<file path="config.mk">
export PLATFORM = sky130hd
export DESIGN_NAME = cdb_arbiter
export DESIGN_NICKNAME = d
export VERILOG_FILES = /design/src/rtl/cdb_arbiter_pkg.sv /design/src/rtl/cdb_arbiter_pick.sv /design/src/rtl/cdb_arbiter.sv
export SDC_FILE = /design/constraint.sdc
export NUM_CORES = 1
export LEC_CHECK = 0
export BUFFER_PORTS_ARGS = -buffer_cell sky130_fd_sc_hd__buf_2
export CORE_MARGIN = 2
export CORE_UTILIZATION = 59
export DETAILED_ROUTE_END_ITERATION = 12
export GPL_ROUTABILITY_DRIVEN = 1
export PLACE_DENSITY = 0.89
export SYNTH_ARGS = -nofsm -noshare
export SYNTH_HDL_FRONTEND = slang
export SYNTH_HIERARCHICAL = 1
export SYNTH_SLANG_ARGS = --single-unit
</file>
<file path="constraint.sdc">
create_clock -name clock -period 6.56 [get_ports clock]
set_clock_uncertainty 0.05 [all_clocks]
set_input_delay 0.328 -clock clock [delete_from_list [all_inputs] [get_ports clock]]
set_output_delay 0.328 -clock clock [all_outputs]
set_load 0.02 [all_outputs]
</file>
<file path="src/rtl/cdb_arbiter_pkg.sv">
// Shared CDB arbiter types and sizing.
// Result and broadcast packets share one layout.
package cdb_arbiter_pkg;

  localparam int N_REQ    = 4;
  localparam int N_FU_REQ = N_REQ;
  localparam int N_CDB    = 2;
  localparam int CDB_BITS = 6;
  localparam int XLEN     = 32;
  localparam int PTR_W    = $clog2(N_REQ);
  localparam int CNT_W    = $clog2(N_CDB) + 1;

  typedef struct packed {
    logic                valid;
    logic [CDB_BITS-1:0] tag;
    logic [XLEN-1:0]     data;
    logic                wr_en;
  } cdb_packet_t;

  typedef struct packed {
    logic                valid;
    logic [CDB_BITS-1:0] tag;
    logic [XLEN-1:0]     data;
    logic                wr_en;
  } fu_result_t;

  function automatic logic [PTR_W-1:0] ptr_inc(
    input logic [PTR_W-1:0] p
  );
    return (p == PTR_W'(N_REQ - 1)) ? '0 : p + PTR_W'(1);
  endfunction

endpackage

</file>
<file path="src/rtl/cdb_arbiter_pick.sv">
// Rotating-priority multi-grant picker.
// Fills CDB slots in scan order starting at rr_ptr.
module rr_multi_pick
  import cdb_arbiter_pkg::*;
(
  input  logic [N_REQ-1:0]            req,
  input  logic [PTR_W-1:0]            rr_ptr,
  output logic [N_CDB-1:0][N_REQ-1:0] slot_gnt,
  output logic [N_REQ-1:0]            gnt_mask
);

  logic [PTR_W-1:0] idx;
  logic [CNT_W-1:0] used;

  always_comb begin
    slot_gnt = '0;
    gnt_mask = '0;
    idx      = rr_ptr;
    used     = '0;
    for (int k = 0; k < N_REQ; k++) begin
      if (req[idx]) begin
        for (int s = 0; s < N_CDB; s++) begin
          if (used == CNT_W'(s)) begin
            slot_gnt[s][idx] = 1'b1;
            gnt_mask[idx]    = 1'b1;
          end
        end
        // Saturate once every slot is taken.
        if (used != CNT_W'(N_CDB)) begin
          used = used + CNT_W'(1);
        end
      end
      idx = ptr_inc(idx);
    end
  end

endmodule

</file>
<file path="src/rtl/cdb_arbiter.sv">
// CDB arbiter: one hold register per FU result port,
// rotating grants onto N_CDB registered broadcast slots.
module cdb_arbiter
  import cdb_arbiter_pkg::*;
(
  input  logic                            clock,
  input  logic                            reset,
  input  logic                            flush,
  input  logic [N_REQ-1:0]                fu_valid,
  input  logic [N_REQ-1:0][CDB_BITS-1:0]  fu_tag,
  input  logic [N_REQ-1:0][XLEN-1:0]      fu_data,
  input  logic [N_REQ-1:0]                fu_wr_en,
  output logic [N_REQ-1:0]                fu_ready,
  output logic [N_CDB-1:0]                cdb_valid,
  output logic [N_CDB-1:0][CDB_BITS-1:0]  cdb_tag,
  output logic [N_CDB-1:0][XLEN-1:0]      cdb_data,
  output logic [N_CDB-1:0]                cdb_wr_en,
  output logic [CNT_W-1:0]                grant_count
);

  fu_result_t  [N_REQ-1:0] hold_q, hold_d;
  cdb_packet_t [N_CDB-1:0] cdb_q, cdb_d;
  logic [PTR_W-1:0]        rr_ptr_q, rr_ptr_d;
  logic [CNT_W-1:0]        cnt_q, cnt_d;

  logic [N_REQ-1:0]            hold_valid;
  logic [N_REQ-1:0]            cap;
  logic [N_CDB-1:0][N_REQ-1:0] slot_gnt;
  logic [N_REQ-1:0]            gnt_mask;

  rr_multi_pick u_pick (
    .req      (hold_valid),
    .rr_ptr   (rr_ptr_q),
    .slot_gnt (slot_gnt),
    .gnt_mask (gnt_mask)
  );

  always_comb begin
    for (int i = 0; i < N_REQ; i++) begin
      hold_valid[i] = hold_q[i].valid;
    end
    fu_ready = ~hold_valid | gnt_mask;
    cap      = '0;
    for (int i = 0; i < N_REQ; i++) begin
      cap[i] = fu_valid[i] && fu_ready[i]
            && (fu_tag[i] != '0) && !flush;
    end
  end

  always_comb begin
    hold_d = hold_q;
    for (int i = 0; i < N_REQ; i++) begin
      if (flush) begin
        hold_d[i].valid = 1'b0;
      end else if (cap[i]) begin
        hold_d[i] = '{valid: 1'b1,
                      tag:   fu_tag[i],
                      data:  fu_data[i],
                      wr_en: fu_wr_en[i]};
      end else if (gnt_mask[i]) begin
        hold_d[i].valid = 1'b0;
      end
    end
  end

  always_comb begin
    cdb_d    = '0;
    cnt_d    = '0;
    rr_ptr_d = rr_ptr_q;
    if (!flush) begin
      for (int s = 0; s < N_CDB; s++) begin
        for (int i = 0; i < N_REQ; i++) begin
          // Later slots overwrite, leaving the last grant's successor.
          if (slot_gnt[s][i]) begin
            cdb_d[s] = cdb_packet_t'(hold_q[i]);
            rr_ptr_d = ptr_inc(PTR_W'(i));
          end
        end
      end
      for (int i = 0; i < N_REQ; i++) begin
        cnt_d = cnt_d + CNT_W'(gnt_mask[i]);
      end
    end
  end

  always_ff @(posedge clock or negedge reset) begin
    if (!reset) begin
      hold_q   <= '0;
      cdb_q    <= '0;
      rr_ptr_q <= '0;
      cnt_q    <= '0;
    end else begin
      hold_q   <= hold_d;
      cdb_q    <= cdb_d;
      rr_ptr_q <= rr_ptr_d;
      cnt_q    <= cnt_d;
    end
  end

  always_comb begin
    for (int s = 0; s < N_CDB; s++) begin
      cdb_valid[s] = cdb_q[s].valid;
      cdb_tag[s]   = cdb_q[s].tag;
      cdb_data[s]  = cdb_q[s].data;
      cdb_wr_en[s] = cdb_q[s].wr_en;
    end
    grant_count = cnt_q;
  end

endmodule

</file>
==> results of run 1 <==
-- where the power goes --
group | switching [mW] | internal (mW)
registers | 0.523 | 2.17
clock network | 0.617 | 0.912
logic | 3.04 | 2.41
total | 4.18 | 5.49
-- layout make-up --
type | count | share of cell area
Sequential cell | 244 | 0.403
Multi-Input combinational cell | 574 | 0.345
Tap cell | 265 | 0.0219
Clock inverter | 5 | 0.00347
Timing Repair Buffer | 365 | 0.159
Clock buffer | 42 | 0.0556
Inverter | 48 | 0.0119
-- worst reg2reg max path: stages, from the launching register on --
cell and delay, ns:
sky130_fd_sc_hd__dfrtp_1 0.60, sky130_fd_sc_hd__inv_1 0.15, sky130_fd_sc_hd__ha_1 0.35, sky130_fd_sc_hd__mux4_2 0.60, sky130_fd_sc_hd__inv_1 0.09, sky130_fd_sc_hd__ha_1 0.28, sky130_fd_sc_hd__nor2b_1 0.18, sky130_fd_sc_hd__mux2i_1 0.28
sky130_fd_sc_hd__o221ai_4 1.11, sky130_fd_sc_hd__buf_4 0.62, sky130_fd_sc_hd__a221oi_1 0.14, sky130_fd_sc_hd__a211o_1 0.32, sky130_fd_sc_hd__a21oi_1 0.19
-- Yosys cell counts (all sizes together) --
cell,instances,area [µm²]
o21bai,5,48.8
dfrtp,244,6110
or4,4,30.0
nand3,5,25.0
o21ai,4,20.0
nor4,3,18.8
xnor2,1,8.76
a22oi,5,37.5
clkbuf,63,238
a221o,3,30.0
buf,22,186
nor2,10,37.5
a32oi,1,8.76
a221oi,76,666
nand2,89,334
inv,48,180
fa,1,20.0
nor3,3,15.0
and4bb,3,48.8
o211ai,3,22.5
nand3b,1,7.51
o311ai,1,8.76
nand2b,4,25.0
nor2b,5,31.3
mux2i,5,78.8
mux4,3,67.6
a21oi,86,430
mux2,157,2210
o2111ai,6,52.6
ha,7,87.6
or3,1,11.3
o221ai,6,52.6
a211o,76,666
-- worst paths after layout --
kind | start | to | slack (ns) | depth (start not counted)
setup / recovery | rr_ptr_q[0] | cdb_data[51] | 1.51 | 12
hold / removal | fu_data[99] | hold_q[124] | 0.01 | 2
setup reg to reg | rr_ptr_q[0] | cdb_data[51] | 1.51 | 12
hold reg to reg | hold_q[80] | hold_q[80] | 0.47 | 1
max in group asynchronous | reset | hold_q[101] | 4.85 | 3
min in group asynchronous | reset | cdb_data[2] | 0.35 | 2
-- layout by cell type (no fill, tap or decap), types with 3 or more instances in the layout --
master | synthesis | routed
sky130_fd_sc_hd__buf_2 | 8 | 246
sky130_fd_sc_hd__dfrtp_1 | 244 | 244
sky130_fd_sc_hd__mux2_4 | 117 | 117
sky130_fd_sc_hd__dlygate4sd3_1 | 0 | 103
sky130_fd_sc_hd__nand2_1 | 89 | 89
sky130_fd_sc_hd__a21oi_1 | 86 | 85
sky130_fd_sc_hd__a221oi_1 | 76 | 76
sky130_fd_sc_hd__a211o_1 | 76 | 76
sky130_fd_sc_hd__inv_1 | 47 | 47
sky130_fd_sc_hd__mux2_2 | 40 | 40
sky130_fd_sc_hd__clkbuf_16 | 0 | 27
sky130_fd_sc_hd__buf_4 | 1 | 14
sky130_fd_sc_hd__clkbuf_8 | 0 | 11
sky130_fd_sc_hd__nor2_1 | 10 | 10
sky130_fd_sc_hd__ha_1 | 7 | 7
sky130_fd_sc_hd__a22oi_1 | 5 | 5
sky130_fd_sc_hd__nand3_1 | 5 | 5
sky130_fd_sc_hd__nand2b_1 | 4 | 4
sky130_fd_sc_hd__or4_1 | 4 | 4
sky130_fd_sc_hd__o21ai_0 | 4 | 4
sky130_fd_sc_hd__o21bai_1 | 4 | 4
sky130_fd_sc_hd__clkbuf_1 | 62 | 4
sky130_fd_sc_hd__o2111ai_1 | 6 | 4
sky130_fd_sc_hd__o221ai_4 | 0 | 4
sky130_fd_sc_hd__nor2b_1 | 5 | 3
sky130_fd_sc_hd__a221o_1 | 3 | 3
sky130_fd_sc_hd__nor4_1 | 3 | 3
sky130_fd_sc_hd__nor3_1 | 3 | 3
sky130_fd_sc_hd__and4bb_4 | 3 | 3
sky130_fd_sc_hd__clkinv_2 | 0 | 3
sky130_fd_sc_hd__mux4_2 | 3 | 3
sky130_fd_sc_hd__o211ai_1 | 3 | 3
-- stage by stage --
stage,util,worst slack (ns),instance area (µm²),instances
2_1_floorplan,-,2.80,11800,951
3_3_place_gp,0.677,2.01,13200,1393
3_5_place_dp,0.677,1.73,13200,1393
4_1_cts,0.775,1.71,15100,1541
5_1_grt,0.776,1.37,15100,1543
6_report,0.776,1.51,15100,1543
-- sequential cells by signal, summed over array words and instances, names as in the netlist --
name         flops
cdb_wr_en        2
cdb_valid        2
grant_count      2
cdb_tag         12
hold_q         160
cdb_data        64
rr_ptr_q         2
-- what timing repair did --
item	4_1_cts	5_1_grt
hold endpoints to repair	187	2
hold buffers	101	2
gates resized for setup	0	0
-- cells by family after synthesis --
group / Yosys count / synth area share
AND/OR/NAND/NOR: 128 / 0.0495
XOR/XNOR: 1 / 0.000742
adder cells (fa/ha/maj): 8 / 0.00911
buffers and inverters: 133 / 0.0512
multiplexers: 165 / 0.199
flip-flops: 244 / 0.517
AO/OA/AOI/OAI: 272 / 0.173
-- layer usage --
layer / share of wire / vias up / track usage
met2: 0.50 / 745 / 0.600
li1: - / 4133 / -
met1: 0.37 / 5052 / 0.442
met4: 0.046 / 2 / 0.141
met3: 0.090 / 172 / 0.0596
met5: 0.00034 / - / 0
==> qor.yml, run 1 <==
transition_time_of_the_tightest_slew_check_pin_ns: 1.35
drc_errors: 0
number_of_iterations_in_the_first_detailed_routing_pass: 5
drv_cap: 0
boundaryPins: 249
worst_ep_required_time_ns: 6.94
routabilityCongestion: 0.926
floorplan.die_area_um2: 21200
clk_pin_slew_ns: 0.06
antenna_violating_nets_post_route: 0
gr-total-overflow: 0
multi_input_comb_area_um2: 5230
finalWorstPathRequiredPeriod_ns: 5.05
routed_wirelength_um: 37900
relSlewSlack: 0.102
chipWidth_um: 145
yosys.cell_types.count: 42
cts_root_buf: "sky130_fd_sc_hd__clkbuf_16"
irDropWorstVdd_mv: 0.384
critPathKind: "reg2reg"
critical_path.startpoint_type: "flip-flop"
cp_slowest_cell: "sky130_fd_sc_hd__o221ai_4"
avgRoutedWirePerCell_um: 24.6
critical-path-max-stage-delay_ns: 1.11
cp_data_arrival_time_ns: 5.43
timing.critical_path.fanout_max: 43
timing.hold.worst.class: "in2reg"
grt_max_degree: 158
worstSkewPairLatency_ns: 0.53
critical_path.cell_chain: "inv_1 -> ha_1 -> mux4_2 -> inv_1 -> ha_1 -> nor2b_1 -> mux2i_1 -> o221ai_4 -> buf_4 -> a221oi_1 -> a211o_1 -> a21oi_1"
global_route.usage.total: 0.349
clock_sink_total: 244
clock_tree.htree_level_count: 1
site_row_count: 51
run_status: "finished clean"
hold_ws_ns: 0.00989
effective_utilization_at_floorplan: 0.605
setup_viol: 0
cts_buffers: 26
viasPerCell: 6.55
cp_top_family: "compound AO/OA/AOI/OAI gates"
tritoncts_clock_tree: "yes"
seq_cells_post_synth: 244
timing_max_transition_violations_final: 0
design_power_total_mw: 9.67
buffer_ports.inserted: 248
fp.dieH_um: 145
first_pass_grt_wire_length_um: 58600
syn_avg_cell_area_um2: 12.4
post-cts-setup-buffers: 0
place_hpwl_um: 20300
pwr_cell_area_nw_per_um2: 639
drt_iter0_drc: 971
synth-warning-count: 6
antenna-diode-count: 0
rsz0062_at_grt: "no"
total_leakage_power_nw: 7.07
layout-drive-gt1-share: 0.378
finish.net_count: 1430
critPathCaptureType: "flip-flop"
via_count_of_the_first_global_routing_pass: 10400
critical_path.n_buffers_inverters: 3
final.fill_count: 1097
area.sequential_um2: 6110
ctsLongestPathBuffers: 3
routed-via-count: 10100
setup_total_negative_slack_ns: 0
antenna_violations_before_repair: 1
netlist_instances: 951
final.period_utilization: 0.770
hold_viol: 0
maxClockFrequency_mhz: 198
ys_seq_area_frac: 0.517
layout_area_growth_over_synthesis_pct: 28.3
synth_nets: 1122
syn_area_um2: 11800
std_cell_core_area_um2: 19500
(Power assumes the default switching activity.)
==> run 2: changes to the inputs <==
--- a/config.mk
+++ b/config.mk
@@ -7,10 +7,10 @@
 export LEC_CHECK = 0
 export BUFFER_PORTS_ARGS = -buffer_cell sky130_fd_sc_hd__buf_2
 export CORE_MARGIN = 2
-export CORE_UTILIZATION = 59
+export CORE_UTILIZATION = 50
 export DETAILED_ROUTE_END_ITERATION = 12
 export GPL_ROUTABILITY_DRIVEN = 1
-export PLACE_DENSITY = 0.89
+export PLACE_DENSITY = 0.81
 export SYNTH_ARGS = -nofsm -noshare
 export SYNTH_HDL_FRONTEND = slang
 export SYNTH_HIERARCHICAL = 1
==> constraint.sdc (replaced) <==
create_clock -name clock -period 4.1 [get_ports clock]
set_clock_uncertainty 0.05 [all_clocks]
set_input_delay 0.205 -clock clock [delete_from_list [all_inputs] [get_ports clock]]
set_output_delay 0.205 -clock clock [all_outputs]
set_load 0.02 [all_outputs]
==> qor.yml, run 2 (synthesis results as in run 1) <==
irDropWorstVdd_mv: 0.880
floorplan.die_area_um2: 24900
routed_wirelength_um: 38500
rsz0062_at_grt: "no"
maxClockFrequency_mhz: 257
worstSkewPairLatency_ns: 0.53
ctsLongestPathBuffers: 3
number_of_cells_on_the_worst_reg_to_reg_path: 12
relSlewSlack: 0.313
tritoncts_clock_tree: "yes"
finalWorstPathRequiredPeriod_ns: 3.90
std_cell_core_area_um2: 23300
number_of_iterations_in_the_first_detailed_routing_pass: 6
gr-total-overflow: 0
viasPerCell: 6.08
finish.net_count: 1499
clk_pin_slew_ns: 0.07
buffer_ports.inserted: 248
timing.hold.worst.class: "in2reg"
routabilityCongestion: 0.978
chipWidth_um: 158
largest_register_ffs: 160
total_leakage_power_nw: 7.40
critPathCaptureType: "flip-flop"
hold_depth: 2
drv_cap: 0
layout-drive-gt1-share: 0.372
boundaryPins: 249
placed_cell_area_um2: 13500
cts_buffers: 26
hold_ws_ns: 0.0569
clock_tree.htree_level_count: 1
largest_register: "hold_q"
postLayoutCellArea_um2: 16000
global_route.usage.total: 0.306
critPathKind: "reg2reg"
design_power_total_mw: 15.6
hold_viol: 0
timing_max_transition_violations_final: 0
critical_path.startpoint_type: "flip-flop"
site_row_count: 56
final.period_utilization: 0.951
clock_sink_total: 244
run_status: "finished clean"
setup_viol: 0
worst_ep_required_time_ns: 4.47
grt_max_degree: 130
mostFrequentLayoutCells: "sky130_fd_sc_hd__buf_2 (246), sky130_fd_sc_hd__dfrtp_1 (244), sky130_fd_sc_hd__dlygate4sd3_1 (157)"
mostFrequentLayoutCell: "sky130_fd_sc_hd__buf_2"
place_hpwl_um: 20900
final.fill_count: 1566
layout_area_growth_over_synthesis_pct: 35.3
antenna_violating_nets_post_route: 0
effective_utilization_at_floorplan: 0.506
pwr_cell_area_nw_per_um2: 978
antenna_violations_before_repair: 3
drc_errors: 0
transition_time_of_the_tightest_slew_check_pin_ns: 1.03
setup_total_negative_slack_ns: 0
routed-via-count: 10200
timing.critical_path.fanout_max: 18
cp_data_arrival_time_ns: 4.26
cts_root_buf: "sky130_fd_sc_hd__clkbuf_16"
fp.dieH_um: 158
avgRoutedWirePerCell_um: 23.1
via_count_of_the_first_global_routing_pass: 10800
drt_iter0_drc: 781
first_pass_grt_wire_length_um: 58800
[run 2: final timing paths]
path / startpoint / endpoint / slack [ns]
hold / removal: flush / grant_count[1] / 0.06
setup / recovery: rr_ptr_q[1] / cdb_data[10] / 0.20
setup reg to reg: rr_ptr_q[1] / cdb_data[10] / 0.20
hold reg to reg: hold_q[84] / hold_q[84] / 0.46
min in group asynchronous: reset / hold_q[93] / 0.33
max in group asynchronous: reset / hold_q[76] / 2.68
[run 2: timing repair]
| item | 4_1_cts | 5_1_grt |
|---|---|---|
| setup endpoints to repair | 0 | 5 |
| gates resized for setup | 0 | 3 |
| buffers inserted | 0 | 0 |
| hold buffers | 157 | 0 |
| hold endpoints to repair | 283 | 0 |
[run 2: power breakdown]
group | leakage, nW | switching, mW | internal [mW]
Clock | 0.432 | 1.00 | 1.40
Combinational | 3.95 | 4.88 | 4.10
Sequential | 3.02 | 0.768 | 3.48
[run 2: per-layer routing]
| metal | share of wire | global-route usage | vias to the layer above |
|---|---|---|---|
| li1 | - | - | 4268 |
| met1 | 0.37 | 0.377 | 4994 |
| met2 | 0.49 | 0.511 | 725 |
| met3 | 0.095 | 0.0704 | 165 |
| met4 | 0.046 | 0.143 | 0 |
| met5 | 0 | 0 | - |
[run 2: worst max-delay path, cell delays in order (launching register included)]
cell	delay (ns)
sky130_fd_sc_hd__dfrtp_1	0.44
sky130_fd_sc_hd__inv_1	0.09
sky130_fd_sc_hd__ha_1	0.32
sky130_fd_sc_hd__mux4_2	0.59
sky130_fd_sc_hd__inv_1	0.09
sky130_fd_sc_hd__ha_1	0.32
sky130_fd_sc_hd__or3_4	0.47
sky130_fd_sc_hd__o221ai_1	0.27
sky130_fd_sc_hd__nor2b_4	0.23
sky130_fd_sc_hd__buf_4	0.28
sky130_fd_sc_hd__a221oi_1	0.14
sky130_fd_sc_hd__a211o_1	0.26
sky130_fd_sc_hd__a21oi_1	0.23
[run 2: area by class of cell]
class	count	area, µm²	area share
Antenna cell	3	7.51	0.000470
Clock buffer	33	738	0.0462
Clock inverter	15	136	0.00854
Inverter	48	180	0.0113
Multi-Input combinational cell	574	5240	0.328
Sequential cell	244	6110	0.382
Tap cell	319	399	0.0250
Timing Repair Buffer	434	3180	0.199
[run 2: metrics by stage]
stage          cells  worst slack (ns)   util
3_3_place_gp    1462             0.353  0.579
5_1_grt         1670            0.0117  0.685
2_1_floorplan    951             0.345      -
6_report        1670             0.202  0.685
3_5_place_dp    1462             0.249  0.579
4_1_cts         1667             0.183  0.684
==> run 3: changes to the inputs <==
--- a/config.mk
+++ b/config.mk
@@ -6,7 +6,6 @@
 export NUM_CORES = 1
 export LEC_CHECK = 0
 export BUFFER_PORTS_ARGS = -buffer_cell sky130_fd_sc_hd__buf_2
-export CORE_MARGIN = 2
 export CORE_UTILIZATION = 50
 export DETAILED_ROUTE_END_ITERATION = 12
 export GPL_ROUTABILITY_DRIVEN = 1
==> qor.yml, run 3 (synthesis results as in run 1) <==
critical_path.cell_chain: "inv_1 -> ha_1 -> mux4_2 -> inv_1 -> ha_1 -> or3_4 -> o221ai_1 -> nor2b_4 -> buf_6 -> a221oi_1 -> a211o_1 -> a21oi_1"
worst_ep_required_time_ns: 4.46
place_ws_ns: 0.249
floorplan.die_area_um2: 24200
pwr_cell_area_nw_per_um2: 983
global_route.usage.total: 0.308
first_pass_grt_wire_length_um: 57900
transition_time_of_the_tightest_slew_check_pin_ns: 1.03
reg2reg_setup_slack_ns: 0.23
total_leakage_power_nw: 7.41
clock_tree.htree_level_count: 1
drt_iter0_drc: 781
buffer_ports.inserted: 248
layout_area_growth_over_synthesis_pct: 35.2
routabilityCongestion: 0.907
dp_cells: 1455
run_status: "finished clean"
gr-total-overflow: 0
hold_depth: 2
drv_cap: 0
critical_path.startpoint_type: "flip-flop"
chipWidth_um: 156
critical-path-max-stage-delay_ns: 0.59
rsz0062_at_grt: "no"
cts_buffers: 26
finish.net_count: 1498
layout-drive-gt1-share: 0.371
tritoncts_clock_tree: "yes"
finalWorstPathRequiredPeriod_ns: 3.87
holdPathEnd: "grant_count[1]"
design_power_total_mw: 15.7
cts_root_buf: "sky130_fd_sc_hd__clkbuf_16"
fp.dieH_um: 156
hold_viol: 0
clk_pin_slew_ns: 0.06
worstReg2RegEnd: "cdb_data[1]"
boundaryPins: 249
routed-via-count: 10000
viasPerCell: 6.05
largest_register: "hold_q"
antenna_violating_nets_post_route: 0
avgRoutedWirePerCell_um: 22.4
largest_register_ffs: 160
std_cell_core_area_um2: 22900
crit-reg2reg-launch: "rr_ptr_q[1]"
antenna_violations_before_repair: 1
timing.hold.worst.start: "flush"
site_row_count: 55
number_of_cells_on_the_worst_reg_to_reg_path: 12
timing.critical_path.fanout_max: 27
clock_sink_total: 244
final.setup.worst_slack_ns: 0.225
irDropWorstVdd_mv: 0.772
cp_data_arrival_time_ns: 4.23
effective_utilization_at_floorplan: 0.515
place_hpwl_um: 20500
setup_viol: 0
post-cts-setup-buffers: 0
mostFrequentLayoutCells: "sky130_fd_sc_hd__buf_2 (246), sky130_fd_sc_hd__dfrtp_1 (244), sky130_fd_sc_hd__dlygate4sd3_1 (157)"
critPathCaptureType: "flip-flop"
post_layout_nonfiller_instances: 1659
hold_ws_ns: 0.301
worstSkewPairLatency_ns: 0.53
routed_wirelength_um: 37200
maxClockFrequency_mhz: 258
grt_max_degree: 136
timing_max_transition_violations_final: 0
final.period_utilization: 0.945
via_count_of_the_first_global_routing_pass: 10400
mostFrequentLayoutCell: "sky130_fd_sc_hd__buf_2"
drc_errors: 0
cp_slowest_cell: "sky130_fd_sc_hd__mux4_2"
relSlewSlack: 0.311
setup_total_negative_slack_ns: 0
ctsLongestPathBuffers: 3
timing.hold.worst.class: "in2reg"
number_of_iterations_in_the_first_detailed_routing_pass: 6
critPathKind: "reg2reg"
[run 3: changes by cell type in the layout (fill, tap and decap cells not counted), sizes merged]
cell      previous run  this run
clkinv              10         7
clkinvlp             3         0
bufinv               2         3
diode                3         1
clkbuf              33        36
buf                277       276
[run 3: worst max-delay path, delay by kind of cell, from the launching register on]
kind / cells / cell delay [ns]
AOI/OAI and AO/OA: 4 / 0.89
adders and majority gates: 2 / 0.65
buffers and inverters: 3 / 0.45
DFF: 1 / 0.44
muxes: 1 / 0.59
and+or+nand+nor: 2 / 0.67
[run 3: power breakdown]
| group | internal [mW] | switching (mW) | total (mW) |
|---|---|---|---|
| clock network | 1.51 | 0.997 | 2.51 |
| registers | 3.48 | 0.788 | 4.26 |
| logic | 4.10 | 4.83 | 8.92 |
[run 3: layout make-up]
class	count	area (µm²)
multi-input cells	574	5240
diodes	1	2.50
flip-flops and latches	244	6110
clock buffers	36	779
inverters	48	180
fillers	1513	6950
repair buffers	433	3140
well taps	313	392
clock inverters	10	133
[run 3: worst max path at each step]
stage                   end  slack (ns)        start  depth (start not counted)
6_report        cdb_data[1]        0.23  rr_ptr_q[1]                         12
3_3_place_gp     hold_q[19]        0.32  rr_ptr_q[1]                         12
5_1_grt          hold_q[83]        0.02  rr_ptr_q[1]                         11
4_1_cts          hold_q[15]        0.22  rr_ptr_q[1]                         12
2_1_floorplan  cdb_data[50]        0.34  rr_ptr_q[0]                         17
3_5_place_dp     hold_q[15]        0.25  rr_ptr_q[1]                         12
[run 3: timing repair]
item / CTS / global route
endpoints found under the hold margin: 289 / 0
resized for setup: 0 / 5
hold buffers: 157 / 0
setup endpoints to repair: 0 / 27
[run 3: through the flow]
step,instance area [µm²],util
after CTS,15900,0.696
after detailed placement,13500,0.587
after global routing,16000,0.697
after global placement,13500,0.587
final,16000,0.697
after floorplan,11800,-
[run 3: layer usage]
metal | GRT usage | wire [µm]
met5 | 0 | 0
met1 | 0.376 | 14000
met4 | 0.138 | 1740
met2 | 0.524 | 18300
met3 | 0.0661 | 3200
